File: src/rtl/actv_relu_block.sv
// actv_relu_block: registered, lane-parallel ReLU activation stage.
// Each lane is clamped to zero when negative. Otherwise it is resized to
// OUTPUT_WIDTH, saturating when the output is narrower than the input.
module actv_relu_block #(
    parameter int INPUT_WIDTH  = 22,
    parameter int NUM_INPUTS   = 4,
    parameter int OUTPUT_WIDTH = INPUT_WIDTH
) (
    input  logic                                     actv_clk,
    input  logic                                     actv_rst_b,
    input  logic [NUM_INPUTS-1:0][INPUT_WIDTH-1:0]   actv_in_i,
    output logic [NUM_INPUTS-1:0][OUTPUT_WIDTH-1:0]  actv_out_o
);

    // Common width that holds both the input magnitude and the output limit,
    // so the saturation compare works whichever side is wider.
    localparam int MAXW = (INPUT_WIDTH > OUTPUT_WIDTH) ? INPUT_WIDTH : OUTPUT_WIDTH;

    // Largest non-negative value representable in a signed OUTPUT_WIDTH lane.
    localparam logic [MAXW-1:0] OUT_LIMIT = MAXW'({1'b0, {(OUTPUT_WIDTH-1){1'b1}}});

    // Negative lanes give zero; non-negative lanes pass through, clipped to
    // OUT_LIMIT. When the output is at least as wide as the input the clip
    // can never trigger, so that case reduces to zero-extension.
    function automatic logic [OUTPUT_WIDTH-1:0] relu_sat(
        input logic signed [INPUT_WIDTH-1:0] v
    );
        logic [MAXW-1:0] mag;
        mag = MAXW'(unsigned'(v));
        if (v < 0) begin
            return '0;
        end else if (mag > OUT_LIMIT) begin
            return OUT_LIMIT[OUTPUT_WIDTH-1:0];
        end else begin
            return mag[OUTPUT_WIDTH-1:0];
        end
    endfunction

    logic [NUM_INPUTS-1:0][OUTPUT_WIDTH-1:0] relu_p0;

    // Stage p0: capture every lane's ReLU result each edge; async reset clears all lanes.
    always_ff @(posedge actv_clk or posedge actv_rst_b) begin
        if (actv_rst_b) begin
            relu_p0 <= '0;
        end else begin
            for (int k = 0; k < NUM_INPUTS; k++) begin
                relu_p0[k] <= relu_sat(signed'(actv_in_i[k]));
            end
        end
    end

    assign actv_out_o = relu_p0;

endmodule

File: config.mk
export PLATFORM = sky130hd
export DESIGN_NAME = actv_relu_block
export DESIGN_NICKNAME = d
export VERILOG_FILES = /design/src/rtl/actv_relu_block.sv
export SDC_FILE = /design/constraint.sdc
export NUM_CORES = 1
export LEC_CHECK = 0
export ABC_AREA = 1
export CAP_MARGIN = 20
export CORE_MARGIN = 2
export CORE_UTILIZATION = 35
export DETAILED_ROUTE_END_ITERATION = 6
export GPL_TIMING_DRIVEN = 1
export PLACE_DENSITY = 0.74
export SYNTH_ARGS = -nofsm -noshare
export SYNTH_HDL_FRONTEND = slang
export SYNTH_SLANG_ARGS = --single-unit
File: constraint.sdc
create_clock -name actv_clk -period 3.8 [get_ports actv_clk]
set_input_delay 1.14 -clock actv_clk [delete_from_list [all_inputs] [get_ports actv_clk]]
set_output_delay 1.14 -clock actv_clk [all_outputs]
set_load 0.02 [all_outputs]
==> results of run 1 <==
==> cell type report <==
type / count / share of cell area [%]
Multi-Input combinational cell: 88 / 6.82
Timing Repair Buffer: 174 / 36.2
Inverter: 85 / 6.62
Clock inverter: 4 / 1.52
Tap cell: 102 / 2.64
Sequential cell: 84 / 43.4
Clock buffer: 12 / 2.79
==> where the power goes <==
| group | total (mW) | internal (mW) | switching (mW) |
|---|---|---|---|
| Combinational | 0.320 | 0.173 | 0.147 |
| Clock | 0.664 | 0.371 | 0.292 |
| Sequential | 0.949 | 0.938 | 0.0115 |
| Total | 1.93 | 1.48 | 0.451 |
==> routing by layer <==
layer / global-route usage, % / share of wire (%)
met1: 15.6 / 34
met4: 5.31 / 1.7
met3: 8.14 / 13
met2: 26.5 / 51
met5: 0 / 0
==> cell usage in the layout, fill, tap and decap left out <==
cell,count
clkbuf_1,3
clkdlybuf4s50_1,173
clkinv_4,1
conb_1,4
dfrtp_1,84
bufinv_16,2
clkbuf_8,9
nor2_1,84
clkinv_2,2
inv_1,84
buf_12,1
==> path summary, 6_finish.rpt <==
path | startpoint | slack [ps] | endpoint | cells past startpoint
worst max-delay path | actv_out_o[28] | 1360 | actv_out_o[28] | 1
min in group actv_clk | actv_in_i[34] | 1300 | actv_out_o[34] | 3
worst min-delay path | actv_rst_b | 1240 | actv_out_o[81] | 2
max in group asynchronous | actv_rst_b | 1900 | actv_out_o[59] | 3
==> logic make-up after synthesis <==
kind of cell           synth area share, %
other                                0.131
flip-flops                            73.5
AND/OR/NAND/NOR                       11.0
buffers and inverters                 15.4
==> per-stage QoR <==
stage,util (%),area [um2]
finish,62.0,4840
detailed placement,59.3,4630
floorplan,-,2870
CTS,62.0,4840
global placement,59.3,4630
global route,62.0,4840
==> results.yml, run 1 <==
synth:
  ys_types: 6
  ys.flop_type: "dfrtp_1"
  synth.cell_area_mm2: 0.00286
  synth_common_cells: "85 x inv_1, 84 x dfrtp_1, 84 x nor2_1"
  postSynth.asyncResetShare_pct: 100
  yosysWarnings: 0
  yosysTopAreaCell: "dfrtp_1"
  synthCells: 266
  ys_seq_area_share_pct: 73.5
  synth_edf_count: 0
  synth.top_cell.area_share_pct: 73.5
  syn_avg_cell_area_um2: 10.8
  ys_top_cells_by_area: "dfrtp_1 73%, inv_1 11%, nor2_1 11%, buf_6 3.1%, buf_4 1.0%"
  synth_most_common_cell: "inv_1"
  ys_seq_elements: 84
sta:
  fmax_ghz: 0.410
  tightest_slew_ps: 794
  tns_ps: 0
  fin_ws_ps: 1360
  whs_ps: 1240
  max-slew-margin-rel_pct: 46.9
  min_period_ps: 2440
  hold_viol: 0
  rsz0062_at_grt: "no"
  drv_slew: 0
  setup_viol: 0
  timing.final.crit_share_pct: 64.2
critical_path:
  critical_path_arrival_ps: 1300
  cp_slowest_stage_delay_ps: 610
  worstPathMaxFanout: 1
  crit_buf_inv: 1
  cpLargestDelayFamily: "buffers and inverters"
  crit_required_ps: 2660
  critPathSlowestCell: "clkdlybuf4s50_1"
  end_kind: "primary output"
  startpoint_type: "register"
  worstSetupPathType: "register to primary output"
  crit_path_cell_trace: "clkdlybuf4s50_1"
die:
  num_rows: 32
  fp.dieW_um: 94.4
  dieArea_mm2: 0.00891
  dieHeight_um: 94.4
  core_mm2: 0.00781
  start_util_pct: 36.6
  ios: 178
pwr:
  p_leak_nw: 2.48
  peakVddDrop_uv: 224
  p_total_mw: 1.93
  pwr_density_cell_mw_per_mm2: 399
placement:
  place_ws_ps: 1370
  dp_cells: 533
  gp_congestion: 0.734
  port_buffers: 173
  place_hpwl_um: 5020
global_route:
  grt_pass1_vias: 2202
  grt_antenna_before_repair: 0
  grt_usage_pct: 15.2
  grt_pass1_wl_um: 10200
  gr-total-overflow: 0
  grt_max_degree: 47
clocking:
  numCtsBuffers: 9
  postCtsHoldBufs: 0
  ctsResizeCount: 0
  cts_tree: "built"
  h-tree-depth: 3
  cts_root_buffer: "clkbuf_8"
  clkTransAtPathRegs_ps: 80
  post_cts_buffers: 0
  cts_buffer_depth: 2
  clkSinkCount: 84
layout:
  final-seq-area_mm2: 0.00210
  nFillCells: 684
  final_cells: 549
  antennaDiodeCount: 0
  drive_gt1_share_pct: 3.36
  largest_reg_flops: 84
  areaGrowthSynthToFinish_pct: 69.2
  nets: 532
  multi_input_area_um2: 330
route:
  drcViolationCount: 0
  wl_per_cell_um: 11.9
  vias: 2166
  dr.pass1.iters: 3
  drtAntennaViolNets: 0
  vias_per_cell: 3.95
  wirelength_um: 6560
  drt_iter0_markers: 68
hold_path:
  holdCritPathClass: "primary input to async pin"
run:
  maxCapViolations: 0
outcome:
  outcome: "finished, final reports clean"
Power figures use the tool's default switching activity.
==> run 2: changes to the inputs <==
==> constraint.sdc (replaced) <==
create_clock -name actv_clk -period 2.35 [get_ports actv_clk]
set_input_delay 0.705 -clock actv_clk [delete_from_list [all_inputs] [get_ports actv_clk]]
set_output_delay 0.705 -clock actv_clk [all_outputs]
set_load 0.02 [all_outputs]
==> run 2 against run 1 <==
Wire length up 3.1%. Non-clock buffer count up 5. Sequential power rose by 62%. Count of clock-buffer cells in the layout is 3 lower. Clock power grew 43%. Sequential share of layout area down 0.090 points. Critical path type unchanged. Critical endpoint is now actv_out_o[57]. Largest power group unchanged.
==> results.yml, run 2 (synthesis gave the netlist of run 1 again) <==
die:
  dieArea_mm2: 0.00891
  num_rows: 32
  ios: 178
  core_mm2: 0.00781
  fp.dieW_um: 94.4
  dieHeight_um: 94.4
  start_util_pct: 36.6
layout:
  layout_commonest_cell: "clkdlybuf4s50_1"
  areaGrowthSynthToFinish_pct: 69.6
  final-seq-area_mm2: 0.00210
  fin_area_mm2: 0.00485
  nFillCells: 671
  final_cells: 552
  nets: 537
  layout_common_cells: "173 x clkdlybuf4s50_1, 84 x inv_1, 84 x nor2_1, 84 x dfrtp_1, 9 x clkbuf_8"
  largest_reg_flops: 84
  drive_gt1_share_pct: 4.67
  multi_input_area_um2: 330
  antennaDiodeCount: 0
global_route:
  gr-total-overflow: 0
  grt_max_degree: 85
  grt_pass1_vias: 2347
  grt_antenna_before_repair: 0
  grt_pass1_wl_um: 10800
  grt_usage_pct: 16.0
placement:
  dp_cells: 538
  place_hpwl_um: 5130
  gp_congestion: 0.729
  place_area_mm2: 0.00467
  port_buffers: 173
clocking:
  cts_buffer_depth: 2
  numCtsBuffers: 9
  ctsResizeCount: 0
  post_cts_buffers: 0
  h-tree-depth: 3
  clkSinkCount: 84
  clkTransAtPathRegs_ps: 80
  postCtsHoldBufs: 0
  cts_tree: "built"
  cts_root_buffer: "clkbuf_8"
critical_path:
  cp_num_cells: 1
  worstSetupPathType: "register to primary output"
  crit_required_ps: 1640
  crit_path_cell_trace: "clkdlybuf4s50_1"
  cp_slowest_stage_delay_ps: 610
  cpLargestDelayFamily: "buffers and inverters"
  worstPathMaxFanout: 1
  end_kind: "primary output"
  critical_path_arrival_ps: 1280
  crit_buf_inv: 1
  critPathSlowestCell: "clkdlybuf4s50_1"
  startpoint_type: "register"
run:
  maxCapViolations: 0
pwr:
  p_leak_nw: 2.48
  pwr_density_cell_mw_per_mm2: 621
  p_total_mw: 3.01
  peakVddDrop_uv: 353
sta:
  setup_viol: 0
  hold_viol: 0
  drv_slew: 0
  rsz0062_at_grt: "no"
  min_period_ps: 1980
  timing.final.crit_share_pct: 84.4
  tns_ps: 0
  fmax_ghz: 0.504
hold_path:
  holdCritPathClass: "primary input to async pin"
route:
  drcViolationCount: 0
  drt_iter0_markers: 67
  vias: 2191
  wl_per_cell_um: 12.3
  vias_per_cell: 3.97
  wirelength_um: 6760
  drtAntennaViolNets: 0
  dr.pass1.iters: 3
outcome:
  outcome: "finished, final reports clean"
run 2: changes by cell type in the layout (fill, tap and decap cells not counted):
cell	delta
buf_4	+5
clkinvlp_4	+3
clkinv_4	-1
clkbuf_1	-3
bufinv_16	-1
run 2: per-stage QoR:
step / hold WS, ps / util [%] / worst slack [ps]
after floorplan: 770 / - / 679
after global placement: 1220 / 59.8 / 588
after detailed placement: 1220 / 59.8 / 576
after CTS: 854 / 62.1 / 336
after global routing: 851 / 62.1 / 293
final: 863 / 62.1 / 367
run 2: area by class of cell:
| class | count | area share (%) |
|---|---|---|
| clock buffer | 9 | 2.55 |
| inverter | 85 | 6.65 |
| tap | 102 | 2.63 |
| clock inverter | 5 | 1.13 |
| timing repair buffer | 179 | 36.9 |
| multi-input combinational | 88 | 6.81 |
| sequential | 84 | 43.3 |
run 2: where the power goes:
group / switching (mW) / internal (mW)
combinational: 0.239 / 0.286
clock: 0.474 / 0.476
sequential: 0.0189 / 1.52
run 2: worst paths after layout:
kind | startpoint | endpoint
hold / removal | actv_rst_b | actv_out_o[19]
min in group actv_clk | actv_in_i[59] | actv_out_o[59]
max in group asynchronous | actv_rst_b | actv_out_o[56]
setup / recovery | actv_out_o[57] | actv_out_o[57]
run 2: metal layers:
layer  vias to the layer above  share of wire (%)  global-route usage [%]
met1                       993                 39                    18.5
met4                         0                2.9                    8.33
met3                        18                 11                    6.30
li1                       1061                  -                       -
met5                         -                  0                       0
met2                       119                 47                    25.9
==> run 3: changes to the inputs <==
==> constraint.sdc (replaced) <==
create_clock -name actv_clk -period 2 [get_ports actv_clk]
set_input_delay 0.6 -clock actv_clk [delete_from_list [all_inputs] [get_ports actv_clk]]
set_output_delay 0.6 -clock actv_clk [all_outputs]
set_load 0.02 [all_outputs]
==> run 3 against run 2 <==
Via count grew 0.23%. Hold slack lost 140 ps. Sequential share of layout area shrank 0.16 points. Cell count grew 0.36%. Critical path type unchanged. Critical endpoint is now actv_out_o[73].
==> results.yml, run 3 (synthesis gave the netlist of run 1 again) <==
route:
  dr.pass1.iters: 4
  vias_per_cell: 3.96
  vias: 2196
  wirelength_um: 7100
  wl_per_cell_um: 12.8
  drt_iter0_markers: 77
  drtAntennaViolNets: 0
  drcViolationCount: 0
sta:
  fmax_ghz: 0.527
  drv_slew: 0
  fin_ws_ps: 104
  setup_viol: 0
  tns_ps: 0
  rsz0062_at_grt: "no"
  hold_viol: 0
  timing.final.crit_share_pct: 94.8
  min_period_ps: 1900
global_route:
  grt_pass1_wl_um: 10900
  grt_usage_pct: 16.4
  gr-total-overflow: 0
  grt_pass1_vias: 2244
  grt_antenna_before_repair: 0
  grt_max_degree: 51
critical_path:
  startpoint_type: "register"
  cp_slowest_stage_delay_ps: 620
  crit_required_ps: 1400
  worstPathMaxFanout: 1
  worstSetupPathType: "register to primary output"
  crit_path_cell_trace: "clkdlybuf4s50_1"
  end_kind: "primary output"
  critPathSlowestCell: "clkdlybuf4s50_1"
  crit_buf_inv: 1
  cpLargestDelayFamily: "buffers and inverters"
  critical_path_arrival_ps: 1300
placement:
  port_buffers: 173
  place_area_mm2: 0.00468
  gp_congestion: 0.772
  place_hpwl_um: 5390
  place_ws_ps: 436
layout:
  antennaDiodeCount: 0
  fin_area_mm2: 0.00487
  areaGrowthSynthToFinish_pct: 70.2
  largest_reg_flops: 84
  layout_commonest_cell: "clkdlybuf4s50_1"
  layout_common_cells: "173 x clkdlybuf4s50_1, 84 x inv_1, 84 x nor2_1, 84 x dfrtp_1, 9 x clkbuf_8"
  nFillCells: 642
  drive_gt1_share_pct: 4.65
  nets: 537
pwr:
  seqPwrFrac_pct: 50.5
  intPower_mw: 2.69
  p_total_mw: 3.57
  switching_share_pct: 24.6
  p_leak_nw: 2.49
  pwr_density_cell_mw_per_mm2: 733
  p_clk_share_pct: 32.0
  combPwrFrac_pct: 17.5
  p_switching_mw: 0.878
  peakVddDrop_uv: 413
clocking:
  post_cts_buffers: 0
  cts_root_buffer: "clkbuf_8"
  clkSinkCount: 84
  postCtsHoldBufs: 0
  ctsResizeCount: 0
  h-tree-depth: 3
  cts_buffer_depth: 2
  clkTransAtPathRegs_ps: 80
  numCtsBuffers: 9
  cts_tree: "built"
die:
  dieArea_mm2: 0.00891
  fp.dieW_um: 94.4
  start_util_pct: 36.6
  core_mm2: 0.00781
  ios: 178
  dieHeight_um: 94.4
  num_rows: 32
hold_path:
  holdCritPathClass: "primary input to async pin"
run:
  maxCapViolations: 0
outcome:
  outcome: "finished, final reports clean"
[run 3: cell types whose count changed in the layout (fill, tap and decap cells not counted), sizes merged]
cell / before / now
clkbuf: 9 / 11
clkinv: 2 / 3
clkinvlp: 3 / 2
[run 3: area by class of cell]
class                      instances  area (um2)  area share, %
multi-input combinational         88         330           6.78
tap                              102         128           2.62
clock buffer                      11         131           2.70
clock inverter                     5        52.6           1.08
timing repair buffer             179        1800           37.0
inverter                          85         323           6.63
sequential                        84        2100           43.2
[run 3: power groups by stage]
stage / Clock, mW / Sequential (mW) / Combinational, mW
final: 1.14 / 1.80 / 0.624
after global routing: 1.26 / 1.81 / 0.674
after CTS: 1.18 / 1.81 / 0.633
after detailed placement: 0 / 1.84 / 0.631
after global placement: 0 / 1.84 / 0.622
after floorplan: 0 / 1.95 / 0.133
[run 3: final timing paths]
path	start	end	slack [ps]	cells past startpoint
setup / recovery	actv_out_o[73]	actv_out_o[73]	100	1
max in group asynchronous	actv_rst_b	actv_out_o[55]	1020	3
hold / removal	actv_rst_b	actv_out_o[19]	720	3
min in group actv_clk	actv_in_i[58]	actv_out_o[58]	770	3
[run 3: through the flow]
stage	hold WS [ps]	cells	utilization, %
4_1_cts	704	554	62.4
6_report	719	554	62.4
3_3_place_gp	1080	538	60.0
3_5_place_dp	1060	538	60.0
2_1_floorplan	665	269	-
5_1_grt	716	554	62.4
[run 3: metal layers]
layer	vias up	GRT usage (%)	wire, um
li1	1061	-	-
met1	1013	18.5	2750
met2	114	27.6	3500
met3	8	6.38	737
met4	0	7.13	108
met5	-	0	0
